**config.mk**
```make
export PLATFORM = sky130hd
export DESIGN_NAME = branch_cond_unit
export DESIGN_NICKNAME = d
export VERILOG_FILES = /design/src/rtl/branch_cond_unit.sv
export SDC_FILE = /design/constraint.sdc
export NUM_CORES = 1
export LEC_CHECK = 0
export ABC_AREA = 1
export CAP_MARGIN = 5
export CORE_MARGIN = 3
export CORE_UTILIZATION = 52
export DETAILED_ROUTE_END_ITERATION = 10
export PLACE_DENSITY_LB_ADDON = 0.1
export SETUP_SLACK_MARGIN = 0.2
export SYNTH_ARGS = -nofsm -noshare
export SYNTH_HDL_FRONTEND = slang
export SYNTH_SLANG_ARGS = --single-unit
```
**constraint.sdc**
```tcl
create_clock -name clk -period 4 [get_ports clk]
set_input_delay 1 -clock clk [delete_from_list [all_inputs] [get_ports clk]]
set_output_delay 1 -clock clk [all_outputs]
set_load 0.1 [all_outputs]
```
**src/rtl/branch_cond_unit.sv**
```systemverilog
// branch_cond_unit: evaluates a branch condition from comparator flags and returns taken/next_pc over a valid/ready handshake.
module branch_cond_unit #(
  parameter int W = 16
) (
  input  logic         clk,
  input  logic         rst_n,
  input  logic         in_valid,
  output logic         in_ready,
  input  logic         cmp_lt,
  input  logic         cmp_gt,
  input  logic         cmp_eq,
  input  logic         sign_a,
  input  logic         sign_b,
  input  logic         is_signed,
  input  logic [2:0]   cond,
  input  logic [W-1:0] pc,
  input  logic [W-1:0] offset,
  output logic         out_valid,
  input  logic         out_ready,
  output logic         taken,
  output logic [W-1:0] next_pc,
  output logic         err,
  output logic [2:0]   flags
);
  typedef enum logic [1:0] {IDLE, EVAL, RESP} state_t;
  state_t state, state_d;
  logic s_lt, s_gt, s_eq, s_sa, s_sb, s_sig;
  logic [2:0] s_cond;
  logic [W-1:0] s_pc, s_off, npc;
  logic ovr, lt, gt, eq, bad, tk;
  logic [7:0] hit_tab;
  assign in_ready  = state == IDLE;
  assign out_valid = state == RESP;
  always_comb begin
    state_d = (state == IDLE) ? (in_valid ? EVAL : IDLE) :
              (state == EVAL) ? RESP : (out_ready ? IDLE : RESP);
  end
  // Differing operand signs decide a signed compare regardless of the unsigned comparator.
  always_comb begin
    ovr     = s_sig & (s_sa ^ s_sb);
    lt      = ovr ? s_sa : s_lt;
    gt      = ovr ? s_sb : s_gt;
    eq      = ovr ? 1'b0 : s_eq;
    bad     = ~(s_lt ^ s_gt ^ s_eq) | (s_lt & s_gt & s_eq);
    hit_tab = {1'b0, 1'b1, lt | eq, gt, gt | eq, lt, ~eq, eq};
    tk      = hit_tab[s_cond] & ~bad;
    npc     = tk ? s_pc + s_off : s_pc + {{(W-1){1'b0}}, 1'b1};
  end
  always_ff @(posedge clk or negedge rst_n) begin
    if (!rst_n) state <= IDLE;
    else        state <= state_d;
  end
  always_ff @(posedge clk or negedge rst_n) begin
    if (!rst_n) begin
      {s_lt, s_gt, s_eq, s_sa, s_sb, s_sig} <= '0;
      s_cond  <= '0;
      s_pc    <= '0;
      s_off   <= '0;
      taken   <= 1'b0;
      next_pc <= '0;
      err     <= 1'b0;
      flags   <= '0;
    end else begin
      if (state == IDLE && in_valid) begin
        {s_lt, s_gt, s_eq, s_sa, s_sb, s_sig} <= {cmp_lt, cmp_gt, cmp_eq, sign_a, sign_b, is_signed};
        s_cond <= cond;
        s_pc   <= pc;
        s_off  <= offset;
      end
      if (state == EVAL) begin
        taken   <= tk;
        next_pc <= npc;
        err     <= bad;
        if (!bad) flags <= {lt, eq, gt};
      end
    end
  end
endmodule

```
Word-level counts from Yosys, hierarchy flattened
Index checks and enable logic that the tools add are counted.

word-level totals
  word-level logic and storage cells = 45
  register bits = 64
  input port bits = 45
  output and inout bits = 23

cells by class
  muxes and demuxes = 10
  add/subtract/negate cells = 2
  equality and inequality tests = 2
  bitwise gates (word level) = 13
  reductions and logical operators = 3
  $lt $le $gt $ge = 1

operators with widths
  cell                     count
  $add A16 B1 Y16 const B  1
  $add A16 B16 Y16         1
  $mux W16                 1
  $mux W2                  3
  $mux W1                  5
  $and A1 B1 Y1            4
  $lt A3 B4 Y1 const B     1
  $bmux W1 S3              1
  $not A1 Y1               3
  $or A1 B1 Y1             3
  $xor A1 B1 Y1            3
  $eq A2 B1 Y1 const B     1
  $eq A2 B2 Y1 const B     1
  $logic_not A2 Y1         1
  $reduce_and A2 Y1        1
  $logic_and A1 B1 Y1      1

Depth between registers and ports, before layout
Gate-level depths: netlist of run 1.

  depth in word-level cells = 8
  depth in mapped cells = 25
  gate-level depth less buffers = 25

Worst setup path after synthesis of run 1
OpenSTA, ideal clock, no wires.

  kind = register to register
  start point = reg s_sb
  end point = reg next_pc[14]
  slack = 1,038 ps
  path buffers = 0
  period minus slack after synthesis = 2,962 ps
  data required time = 3,880 ps
  cell stages (with the launch flop) = 23
  setup time = 120 ps
  data arrival time = 2,842 ps
  path through = dfrtp_1 > nand2_1 > nand3_4 > a21oi_2 > nor2_1 > nand2_2 > nand3_2 > nand2_4 > nand2_4 > or2_1 > ha_1 > fa_1 > nand2_1 > nand2_1 > nand2_1 > nand2_1 > a21oi_2 > inv_1 > nand3_1 > o2111ai_1 > or2_0 > nand3_1 > nand2_1

on the way
  word-level cells in the longest chain between the ends = 8
  elaborated cells between the ends (all ways) = 12
  classes of those cells = 6 x mux; 6 x bitwise

RTL lines
  what                                        RTL line    source
  start: declaration                          27          logic s_lt, s_gt, s_eq, s_sa, s_sb, s_sig;
  start signal: assignment                    65          {s_lt, s_gt, s_eq, s_sa, s_sb, s_sig} <= {cmp_lt, cmp_gt, cmp_eq, sign_a, sign_b, is_signed};
  $xor A1 B1 Y1                               40          ovr = s_sig & (s_sa ^ s_sb);
  $and A1 B1 Y1                               40
  $mux W1, on equally long branches           42, 41, 43
  $or A1 B1 Y1 or $not A1 Y1 (tied branches)  45          hit_tab = {1'b0, 1'b1, lt | eq, gt, gt | eq, lt, ~eq, eq};
  $bmux W1 S3 *                               46          tk = hit_tab[s_cond] & ~bad;
  $mux W1 (not written as such) *             46
  $and A1 B1 Y1 *                             46
  $mux W16 *                                  47          npc = tk ? s_pc + s_off : s_pc + {{(W-1){1'b0}}, 1'b1};
  end signal: assignment                      72          next_pc <= npc;
  end: declaration                            21          output logic [W-1:0] next_pc,

Mark *: on every way between the ends. The rest lies on a longest branch, timed or not. The select of a mux whose other input is x is not followed.
A chain may end at the register's enable or synchronous reset.

Worst setup path after layout of run 1
  start point = reg s_gt
  end point = reg next_pc[12]

on the way
  word-level cells in the longest chain between the ends = 7
  elaborated cells between the ends (all ways) = 13
  classes of those cells = 4 x mux; 9 x bitwise

RTL lines
  what                                                                 RTL line
  start: declaration                                                   27
  start signal: assignment                                             65
  parallel branches: the longest is 5 deep, another holds $bmux W1 S3  --
  $and A1 B1 Y1 *                                                      46
  $mux W16 *                                                           47

Mark *: on every way between the ends. The select of a mux whose other input is x is not followed.

==> results of run 1 <==
stage by stage:
stage	instance area, um^2	hold slack [ps]	instances	worst slack (ps)
detailed placement	4180	465	555	495
global route	4390	508	571	233
global placement	4180	462	555	694
floorplan	3450	441	420	1040
CTS	4380	483	571	479
finish	4390	475	571	535
cell families after synthesis:
logic type                 synth area share (%)
DFF                                        46.5
AOI/OAI and AO/OA                          11.0
buffers and inverters                      6.35
adders and majority gates                  6.39
and+or+nand+nor                            28.8
xor gates and xnor gates                   1.02
metal layers:
metal	vias up	GRT usage (%)	share of wire, %
li1	1480	-	-
met1	1338	29.9	48
met2	75	30.7	44
met3	9	3.31	5.9
met4	0	10.3	1.9
met5	-	0	0
worst paths after layout:
path | from | to | cells past startpoint
worst max-delay path | s_gt | next_pc[12] | 17
worst min-delay path | next_pc[6] | next_pc[6] | 2
max in group asynchronous | rst_n | next_pc[12] | 2
min in group asynchronous | rst_n | next_pc[1] | 1
worst max register to register | s_gt | next_pc[12] | 17
worst min register to register | next_pc[6] | next_pc[6] | 2
state kept, by name, summed over array words and instances, names as in the netlist:
register  cells
next_pc      16
s_off        16
s_pc         16
flags         3
s_cond        3
state         2
err           1
s_eq          1
s_gt          1
s_lt          1
s_sa          1
s_sb          1
s_sig         1
taken         1
cell usage in the layout, fill, tap and decap left out, drive strengths merged, types with 2 or more instances in the layout:
cell / count
nand2: 159
clkdlybuf4s50: 66
dfrtp: 64
inv: 40
o21ai: 38
nor2: 26
nand3: 21
ha: 16
a21oi: 15
clkbuf: 13
or2: 7
buf: 4
xnor2: 3
clkinv: 3
a21o: 2
nand4: 2
cell type report:
cell class / count / area (um^2) / area share, %
multi-input combinational: 303 / 1640 / 37.3
tap: 77 / 96.3 / 2.20
clock inverter: 3 / 40.0 / 0.913
timing repair buffer: 70 / 701 / 16.0
sequential: 64 / 1600 / 36.5
clock buffer: 13 / 159 / 3.62
inverter: 41 / 154 / 3.51
critical path, stage by stage, from the launching register on:
cell and delay (ps):
dfrtp_1 410, ha_1 320, a21oi_1 50, a21oi_2 350
nand2_8 210, or2_1 260, ha_1 210, fa_1 390
nand2_1 110, nand2_1 60, nand2_1 80, nand2_1 80
a21oi_2 180, nor2_1 60, o22ai_1 210, o21ai_1 120
xnor2_1 140, o21ai_1 70
timing repair:
action	4_1_cts	5_1_grt
resized for setup	0	1
endpoints found under the setup margin	0	2
buffers inserted	0	0
==> results.toml, run 1 <==
[status]
outcome = "completed"

[logic_synthesis]
synth-edff-count = 0
synth_cell_types = 41
synth_area_leader_cell = "dfrtp_1"
syn_area_per_cell_um2 = 8.21
syn-cell-area_mm2 = 0.00345
synthTopCellsByArea = "dfrtp_1 46%, nand2_1 17%, ha_1 5.8%"
synth.most_common_cell = "nand2_1"
synthDominantCellAreaShare_pct = 46.5
async_flop_share_pct = 100
synth_seq_cells = 64
synth_common_cells = "154 x nand2_1, 64 x dfrtp_1, 37 x inv_1"
yosysWarnings = 0
syn-instance-count = 420
synth_ff_type = "dfrtp_1"
syn-num-nets = 482
yosysSeqAreaShare_pct = 46.5

[sta]
setup-violations-final = 0
finalSetupTns_ps = 0
drv_slew = 0
fmax_mhz = 289
period_needed_ps = 3460
grt_setup_unrepaired = "false"
fin_crit_sh_pct = 86.6
timing.slew.headroom_pct = 34.6
worst_pin_slew_ps = 978
hold_viol_final = 0
skew_ps = 10.5

[worst_setup_path]
crit_path_start_kind = "register"
r2r_slack_ps = 540
criticalPathCategory = "register to register"
crit_required_ps = 4190
cp-end-kind = "register"
worstPathArrival_ps = 3650
crit_fanout = 16

[clocking]
cts-root-buf = "clkbuf_8"
clock_sinks = 64
h-tree-depth = 3
clock_path_buffers = 2
clk_pin_slew_ps = 70
cts_buffers = 9
clkLatencyLatePin_ps = 340
holdBufCountCts = 0
cts_tree = "done"

[layout]
syn2layout_area_growth_pct = 27.3
nFillCells = 528
antennaDiodeCount = 0
final_util_pct = 68.7
drive_above_1_share_pct = 9.92
nNetsFinal = 551

[detailed_routing]
wl_per_cell_um = 12.6
drtIter0Drc = 140
via_per_inst = 5.08
drt_pass1_iterations = 4
ant_nets = 0
wl_um = 7170
drc = 0
via_count = 2902

[placement]
numPortBuffers = 67
place_congestion = 0.951
dp_hpwl_um = 5350

[global_route]
grt_pass1_wl_um = 12400
grt_max_degree = 50
track_usage_pct = 20.9
grt_pass1_vias = 2750
antenna_found_initial = 0
grt_overflow = 0

[die]
dieArea_mm2 = 0.00764
coreArea_mm2 = 0.00639
num_io_pins = 68
fp.dieH_um = 87.4
initial_core_util_pct = 54.0
die_w_um = 87.4
rows = 29

[worst_hold_path]
hp-class = "register to register"

[flow_run]
drv_cap = 0
Power of run 1 is left out: the tool's default activity adds up to more than one toggle a clock period on the data nets, which glitch-free logic cannot reach.
==> run 2: changes to the inputs <==
--- a/config.mk
+++ b/config.mk
@@ -12,6 +12,7 @@
 export DETAILED_ROUTE_END_ITERATION = 10
 export PLACE_DENSITY_LB_ADDON = 0.1
 export SETUP_SLACK_MARGIN = 0.2
+export SKIP_LAST_GASP = 1
 export SYNTH_ARGS = -nofsm -noshare
 export SYNTH_HDL_FRONTEND = slang
 export SYNTH_SLANG_ARGS = --single-unit
==> results of run 2 <==
Final layout, timing and power as in run 1 (identical DEF).
Power of run 2 is left out for the same reason.
